## src/rtl/bram_pattern_engine.sv

```systemverilog
// Bank-level traffic generator/checker: fills a single-port BRAM bank with a pattern,
// reads it back through the 1-cycle registered dout and counts mismatches.
module bram_pattern_engine #(
  parameter int unsigned DATA_WIDTH = 8,
  parameter int unsigned ADDR_WIDTH = 11,
  parameter int unsigned DEPTH      = 2048,
  parameter int unsigned ERR_WIDTH  = 16
) (
  input  logic                  clk,
  input  logic                  rst,
  input  logic                  start_i,
  input  logic [1:0]            mode_i,
  input  logic [1:0]            pattern_sel_i,
  input  logic [DATA_WIDTH-1:0] seed_i,
  output logic                  busy_o,
  output logic                  done_o,
  output logic [ERR_WIDTH-1:0]  err_count_o,
  output logic                  first_err_valid_o,
  output logic [ADDR_WIDTH-1:0] first_err_addr_o,
  output logic [DATA_WIDTH-1:0] first_err_data_o,
  output logic                  mem_en_o,
  output logic                  mem_we_o,
  output logic [ADDR_WIDTH-1:0] mem_addr_o,
  output logic [DATA_WIDTH-1:0] mem_din_o,
  input  logic [DATA_WIDTH-1:0] mem_dout_i
);

  typedef enum logic [2:0] {StIdle, StWrite, StRead, StDrain, StDone} state_e;

  localparam logic [ADDR_WIDTH-1:0] LastAddr = ADDR_WIDTH'(DEPTH - 1);
  localparam logic [DATA_WIDTH-1:0] PatEven  = {(DATA_WIDTH / 2){2'b01}};
  localparam logic [DATA_WIDTH-1:0] PatOdd   = ~PatEven;
  localparam logic [ERR_WIDTH-1:0]  ErrMax   = '1;

  // An all-zero LFSR would lock up, so a zero seed starts from 1.
  function automatic logic [DATA_WIDTH-1:0] lfsr_init(input logic [DATA_WIDTH-1:0] s);
    return (s == '0) ? DATA_WIDTH'(1) : s;
  endfunction

  function automatic logic [DATA_WIDTH-1:0] lfsr_next(input logic [DATA_WIDTH-1:0] x);
    return {x[DATA_WIDTH-2:0], x[7] ^ x[5] ^ x[4] ^ x[3]};
  endfunction

  state_e                  state_q, state_d;
  logic [1:0]              mode_q, mode_d;
  logic [1:0]              pat_q, pat_d;
  logic [DATA_WIDTH-1:0]   seed_q, seed_d;
  logic [ADDR_WIDTH-1:0]   addr_q, addr_d;
  logic [DATA_WIDTH-1:0]   lfsr_q, lfsr_d;
  logic                    cmp_vld_q, cmp_vld_d;
  logic [DATA_WIDTH-1:0]   exp_data_q, exp_data_d;
  logic [ADDR_WIDTH-1:0]   exp_addr_q, exp_addr_d;
  logic [ERR_WIDTH-1:0]    err_q, err_d;
  logic                    fev_q, fev_d;
  logic [ADDR_WIDTH-1:0]   fea_q, fea_d;
  logic [DATA_WIDTH-1:0]   fed_q, fed_d;
  logic [DATA_WIDTH-1:0]   pat_word;

  always_comb begin
    case (pat_q)
      2'd0:    pat_word = addr_q[DATA_WIDTH-1:0];
      2'd1:    pat_word = seed_q;
      2'd2:    pat_word = addr_q[0] ? PatOdd : PatEven;
      default: pat_word = lfsr_q;
    endcase
  end

  always_comb begin
    state_d    = state_q;
    mode_d     = mode_q;
    pat_d      = pat_q;
    seed_d     = seed_q;
    addr_d     = addr_q;
    lfsr_d     = lfsr_q;
    cmp_vld_d  = 1'b0;
    exp_data_d = exp_data_q;
    exp_addr_d = exp_addr_q;
    err_d      = err_q;
    fev_d      = fev_q;
    fea_d      = fea_q;
    fed_d      = fed_q;
    mem_en_o   = 1'b0;
    mem_we_o   = 1'b0;
    mem_addr_o = '0;
    mem_din_o  = '0;

    // Compare slot trails each read issue by one cycle, so it lands in READ or DRAIN.
    if (cmp_vld_q && (mem_dout_i != exp_data_q)) begin
      if (err_q != ErrMax) err_d = err_q + ERR_WIDTH'(1);
      if (!fev_q) begin
        fev_d = 1'b1;
        fea_d = exp_addr_q;
        fed_d = mem_dout_i;
      end
    end

    case (state_q)
      StIdle: begin
        if (start_i) begin
          mode_d  = mode_i;
          pat_d   = pattern_sel_i;
          seed_d  = seed_i;
          err_d   = '0;
          fev_d   = 1'b0;
          fea_d   = '0;
          fed_d   = '0;
          addr_d  = '0;
          lfsr_d  = lfsr_init(seed_i);
          state_d = (mode_i == 2'd1) ? StRead : StWrite;
        end
      end
      StWrite: begin
        mem_en_o   = 1'b1;
        mem_we_o   = 1'b1;
        mem_addr_o = addr_q;
        mem_din_o  = pat_word;
        addr_d     = addr_q + ADDR_WIDTH'(1);
        lfsr_d     = lfsr_next(lfsr_q);
        if (addr_q == LastAddr) begin
          addr_d  = '0;
          lfsr_d  = lfsr_init(seed_q);
          state_d = (mode_q == 2'd0) ? StDone : StRead;
        end
      end
      StRead: begin
        mem_en_o   = 1'b1;
        mem_addr_o = addr_q;
        cmp_vld_d  = 1'b1;
        exp_data_d = pat_word;
        exp_addr_d = addr_q;
        addr_d     = addr_q + ADDR_WIDTH'(1);
        lfsr_d     = lfsr_next(lfsr_q);
        if (addr_q == LastAddr) begin
          addr_d  = '0;
          state_d = StDrain;
        end
      end
      StDrain: state_d = StDone;
      StDone:  state_d = StIdle;
      default: state_d = StIdle;
    endcase
  end

  always_ff @(posedge clk) begin
    if (rst) begin
      state_q    <= StIdle;
      mode_q     <= '0;
      pat_q      <= '0;
      seed_q     <= '0;
      addr_q     <= '0;
      lfsr_q     <= '0;
      cmp_vld_q  <= 1'b0;
      exp_data_q <= '0;
      exp_addr_q <= '0;
      err_q      <= '0;
      fev_q      <= 1'b0;
      fea_q      <= '0;
      fed_q      <= '0;
    end else begin
      state_q    <= state_d;
      mode_q     <= mode_d;
      pat_q      <= pat_d;
      seed_q     <= seed_d;
      addr_q     <= addr_d;
      lfsr_q     <= lfsr_d;
      cmp_vld_q  <= cmp_vld_d;
      exp_data_q <= exp_data_d;
      exp_addr_q <= exp_addr_d;
      err_q      <= err_d;
      fev_q      <= fev_d;
      fea_q      <= fea_d;
      fed_q      <= fed_d;
    end
  end

  assign busy_o            = (state_q == StWrite) || (state_q == StRead) || (state_q == StDrain);
  assign done_o            = (state_q == StDone);
  assign err_count_o       = err_q;
  assign first_err_valid_o = fev_q;
  assign first_err_addr_o  = fea_q;
  assign first_err_data_o  = fed_q;

endmodule
```

## config.mk

```make
export PLATFORM = sky130hd
export DESIGN_NAME = bram_pattern_engine
export DESIGN_NICKNAME = d
export VERILOG_FILES = /design/src/rtl/bram_pattern_engine.sv
export SDC_FILE = /design/constraint.sdc
export NUM_CORES = 1
export LEC_CHECK = 0
export CAP_MARGIN = 40
export CORE_MARGIN = 5
export CORE_UTILIZATION = 30
export DETAILED_ROUTE_END_ITERATION = 10
export SYNTH_ARGS = -nofsm -noshare
export SYNTH_HDL_FRONTEND = slang
export SYNTH_SLANG_ARGS = --single-unit
```

## constraint.sdc

```tcl
create_clock -name clk -period 2.46 [get_ports clk]
set_input_delay 0.492 -clock clk [delete_from_list [all_inputs] [get_ports clk]]
set_output_delay 0.492 -clock clk [all_outputs]
set_load 0.05 [all_outputs]
```

Yosys cells after proc, flatten, opt, wreduce, memory -nomap -nowiden
Index checks and enable logic that the tools add are counted.
{"block": "word_totals", "ff_bits": 90, "inputBits": 23, "out_inout_bits": 59, "wordCells": 82}
{"block": "op_classes", "addsub": 2, "n_eq_ne": 13, "mux": 36, "n_bitwise": 3, "n_reduce_logical": 15}
{"op": "two-way mux 8 bit", "count": 10}
{"op": "two-way mux 11 bit", "count": 7}
{"op": "two-way mux 16 bit", "count": 4}
{"op": "case mux 8 bit (3 select lines)", "count": 2}
{"op": "case mux 11 bit (2 select lines)", "count": 1}
{"op": "adder 16 x 1 -> 16 bit, second input constant", "count": 1}
{"op": "logical NOT 8 bit", "count": 2}
{"op": "!= test 16 bit, second input constant", "count": 1}
{"op": "two-way mux 3 bit", "count": 4}
{"op": "case mux 3 bit (4 select lines)", "count": 1}
{"op": "adder 11 x 1 -> 11 bit, second input constant", "count": 1}
{"op": "== test 11 bit, second input constant", "count": 1}
{"op": "!= test 8 bit", "count": 1}
{"op": "== test 3 x 2 -> 1 bit, second input constant", "count": 2}
{"op": "two-way mux 1 bit", "count": 6}
{"op": "!= test 2 bit, second input constant", "count": 3}
{"op": "AND reduction 2 bit", "count": 3}
{"op": "== test 2 x 1 -> 1 bit, second input constant", "count": 2}
{"op": "logical NOT 2 bit", "count": 2}
{"op": "== test 3 x 1 -> 1 bit, second input constant", "count": 1}
{"op": "== test 3 bit, second input constant", "count": 1}
{"op": "logical NOT 3 bit", "count": 1}
{"op": "AND reduction 3 bit", "count": 1}
{"op": "nonzero test 3 bit", "count": 1}
{"op": "other kinds (7)", "count": 10}

Logic depth before layout (Yosys ltp)
{"block": "depth", "word_depth": 5, "ltp_mapped": 8, "depth_no_buf": 6}

Least setup slack after synthesis
Ideal clock, no wire load.
{"block": "synth_path", "path_type": "register -> output", "start": "reg state_q[0]", "end": "out mem_din_o[0]", "t_arrival_ns": 2.289, "required_time_ns": 1.968, "path_slack_ns": -0.321, "path_stages_with_launch": 5, "n_path_buf": 2, "cell_sequence": "dfxtp_1 > buf_2 > nor3b_2 > clkbuf_1 > nor2b_1"}
{"block": "synth_via", "elab_chain_len": 2}
{"item": "start, declared", "line": "44", "source": "state_e state_q, state_d;"}
{"item": "start signal, assigned", "line": "146", "source": "state_q <= StIdle;"}
{"item": "start signal, assigned", "line": "160", "source": "state_q <= state_d;"}
{"item": "== test 3 x 1 -> 1 bit", "line": "97", "source": "case (state_q)"}
{"item": "two-way mux 8 bit", "line": "97"}
{"item": "end, declared", "line": "24", "source": "output logic [DATA_WIDTH-1:0] mem_din_o,"}
No other way between the ends.

Worst setup path after layout
{"block": "layout_path", "start": "reg addr_q[0]", "end": "out mem_din_o[4]"}
{"block": "layout_via", "elab_chain_len": 3}
{"item": "start, declared", "line": "48", "source": "logic [ADDR_WIDTH-1:0] addr_q, addr_d;"}
{"item": "start signal, assigned", "line": "164", "source": "addr_q <= addr_d;"}
{"item": "two-way mux 8 bit", "line": "63", "source": "2'd2: pat_word = addr_q[0] ? PatOdd : PatEven;"}
{"item": "case mux 8 bit (3 select lines)", "line": "60", "source": "case (pat_q)"}
{"item": "two-way mux 8 bit", "line": "97"}
No other way between the ends.

==> impl_metrics.csv <==
group,metric,value,unit
outcome,outcome,"complete, no violations",
global_route,grt_overflow,0,
sta,clock_skew,0.006227,ns
power,power_density,672.7,nW/um^2
clock_tree,cts_tree,"done",
clock_tree,cts.sinks,90,
yosys,yosysTopAreaCell,"dfxtp_1",
die,die_x,130.3,um
place,placed_area,5534,um^2
cells_and_area,fin_util,40.57,%
cells_and_area,stdcell_area,5829,um^2
worst_setup_path,cp.arrival,1.88,ns
cells_and_area,diodes,0,
global_route,grt_usage,15.04,%
routing,first_pass_iters,4,
routing,final_antenna_net_count,0,
power,swShare,30.84,%
yosys,synthArstFlopShare,0,%
global_route,grt-busiest-layer,"met2",
die,die_y,130.3,um
clock_tree,clk_pin_slew_worst_paths,0.06,ns
worst_setup_path,cp_num_buf_inv,2,
power,seqPwrFrac,41.6,%
sta,fin_crit_sh,96.48,%
die,io_pins,82,
yosys,syn_area,4338,um^2
die,placementRows,44,
yosys,synth.area.top_cells,"dfxtp_1 (42%), nand2_1 (7.9%), a21oi_1 (6.0%)",
clock_tree,clockRootBuffer,"clkbuf_16",
sta,final-setup-viol-count,0,
sta,rsz0062_at_grt,"false",
power,vdd_ir_drop_max,0.3930,mV
routing,wirelength,12.61,mm
yosys,seq_area_frac_synth,41.53,%
global_route,grt_use_met2,24.35,%
sta,fmaxAchievable,421.4,MHz
worst_setup_path,crit_slowest_cell,"mux4_2",
routing,wl_per_cell,16.22,um
sta,drv_slew,0,
place,hpwlAfterDp,9.171,mm
global_route,grtUsageMet3,3.397,%
cells_and_area,multi_input_area,2335,um^2
sta,worstMarginPinSlew,0.5568,ns
yosys,yosys_register_bits,90,
worst_setup_path,worstPathMaxFanout,6,
cells_and_area,area_delta_synth_final,34.38,%
sta,period_minus_slack,2.373,ns
sta,slew_headroom,62.76,%
global_route,gr-usage-met1,19.66,%
yosys,synth_edf_count,0,
die,dieArea,16970,um^2
yosys,syn_inst,522,
cells_and_area,final_cell_mix,"nand2_1 (91), dfxtp_1 (89), clkdlybuf4s50_1 (58), a21oi_1 (52), nand3_1 (30)",
place,place_congestion,0.8705,
place,portBuffers,81,
clock_tree,cts_buffers,9,
routing,drc_errors,0,
yosys,ys_warn_count,0,
yosys,ys_types,54,
global_route,grt_pass1_vias,3905,
yosys,avgSynthCellArea,8.310,um^2
global_route,grt_pass1_wl,20.29,mm
worst_setup_path,max_stage_delay,0.54,ns
sta,setup_tns,0,ns
worst_setup_path,crit_type,"flop to output port",
yosys,synthFlopType,"dfxtp_1",
clock_tree,clockBufferDepth,2,
power,p_leak,0.001966,uW
job,maxCapViolCount,0,
power,p_clk_share,35.6,%
worst_setup_path,worstPathRequired,1.97,ns
worst_setup_path,worst_path_dominant_cell_family,"multiplexers",
worst_setup_path,critPathCaptureType,"output port",
cells_and_area,num-nets-final,614,
worst_setup_path,cp_cell_sequence,"inv_1 > mux4_2 > and2_1 > buf_12",
yosys,yosysTopAreaCellShare,41.53,%
sta,hold_viol,0,
clock_tree,htree_num_levels,3,
worst_setup_path,cp-start-kind,"flop",
routing,vias,3970,
global_route,antenna_found_initial,0,
routing,vias_per_cell,5.109,
die,initial_core_util,30.19,%
power,p_comb_share,22.9,%
yosys,synth.net_count,547,
cells_and_area,final_common_cell,"nand2_1",
die,core,14370,um^2
power,power_switching,1209,uW
global_route,grt_max_degree,39,
cells_and_area,nFillCells,1433,
clock_tree,clk_latency,0.35,ns
worst_setup_path,r2r_setup_slack,0.36,ns
routing,drt-initial-drc-count,296,
worst_hold_path,hold_path.class,"flop to flop",
cells_and_area,drive_above_1_share,13.83,%
power,internal_power,2712,uW
cells_and_area,regArea,1803,um^2
power by group through the flow:
stage	clock (uW)	combinational [uW]	sequential, uW
floorplan	0	595	1630
CTS	1420	897	1630
global placement	0	874	1650
detailed placement	0	890	1660
global route	1490	973	1640
finish	1400	897	1630
per-layer routing:
| metal | vias to the layer above | wire length [um] |
|---|---|---|
| met5 | - | 0 |
| met4 | 0 | 173 |
| met3 | 13 | 720 |
| met2 | 101 | 5985 |
| met1 | 1864 | 5725 |
| li1 | 1992 | - |
state kept, by name, summed over array words and instances (netlist names), 8 cells and up:
name              count
lfsr_q                8
addr_q               11
exp_data_q            8
seed_q                8
exp_addr_q           11
first_err_addr_o     11
first_err_data_o      8
err_count_o          16
metrics by stage:
step                      hold WS (ns)  total power, uW  instances  worst slack, ns
after global placement          0.4421             2527        762           0.2163
after global routing            0.4691             4098        777          0.01562
after CTS                       0.4621             3949        777          0.06923
after detailed placement        0.4524             2549        762           0.1092
final                           0.4589             3921        777          0.08669
after floorplan                 0.4362             2222        522          0.09735
kinds of logic (layout without fill, tap and decap cells):
logic type / after synthesis / after routing / synth area share (%)
xor gates and xnor gates: 19 / 19 / 3.836
AOI/OAI and AO/OA: 112 / 112 / 15.58
and+or+nand+nor: 233 / 233 / 26.85
muxes: 20 / 20 / 6.865
buffers and inverters: 46 / 117 / 4.759
DFF: 90 / 90 / 41.53
adders and majority gates: 2 / 2 / 0.5768
repair_timing:
item	CTS	global route
resized for setup	1	1
setup endpoints to repair	1	9
setup buffers	0	0
hold buffers	0	0
final timing paths:
check             depth (start not counted)                   start                     end
setup / recovery                          4  addr_q[0]$_SDFFE_PP0P_            mem_din_o[4]
hold / removal                            2  mode_q[1]$_SDFFE_PP0P_  mode_q[1]$_SDFFE_PP0P_
setup reg to reg                          5  addr_q[1]$_SDFFE_PP0P_  lfsr_q[4]$_SDFFE_PP0P_
hold reg to reg                           2  mode_q[1]$_SDFFE_PP0P_  mode_q[1]$_SDFFE_PP0P_
Yosys cell counts, drive strengths merged, types with 3 or more instances:
library cell	n
a21oi	52
clkbuf	26
mux2	8
and2	18
nor4	6
nand4	10
o31ai	6
mux2i	5
xor2	3
a221o	7
and4	7
buf	15
and3	5
dfxtp	90
xnor2	16
o21a	3
or3	5
inv	5
o21ai	26
or4	6
mux4	7
nand2	91
nand3	30
nor4b	4
a211oi	4
nor3	16
nor2	29
cell type report:
type | count | area share, %
Multi-Input combinational cell | 386 | 40.05
Sequential cell | 90 | 30.93
Timing Repair Buffer | 97 | 19.70
Clock buffer | 11 | 4.164
Tap cell | 184 | 3.949
Clock inverter | 4 | 0.8800
Inverter | 5 | 0.3220
worst min-delay path, cell delays in order (launching register included):
cell     delay (ns)
dfxtp_1        0.31
nand2_1        0.05
a21oi_1        0.05
Note: power is estimated with default switching activity, not from simulation.
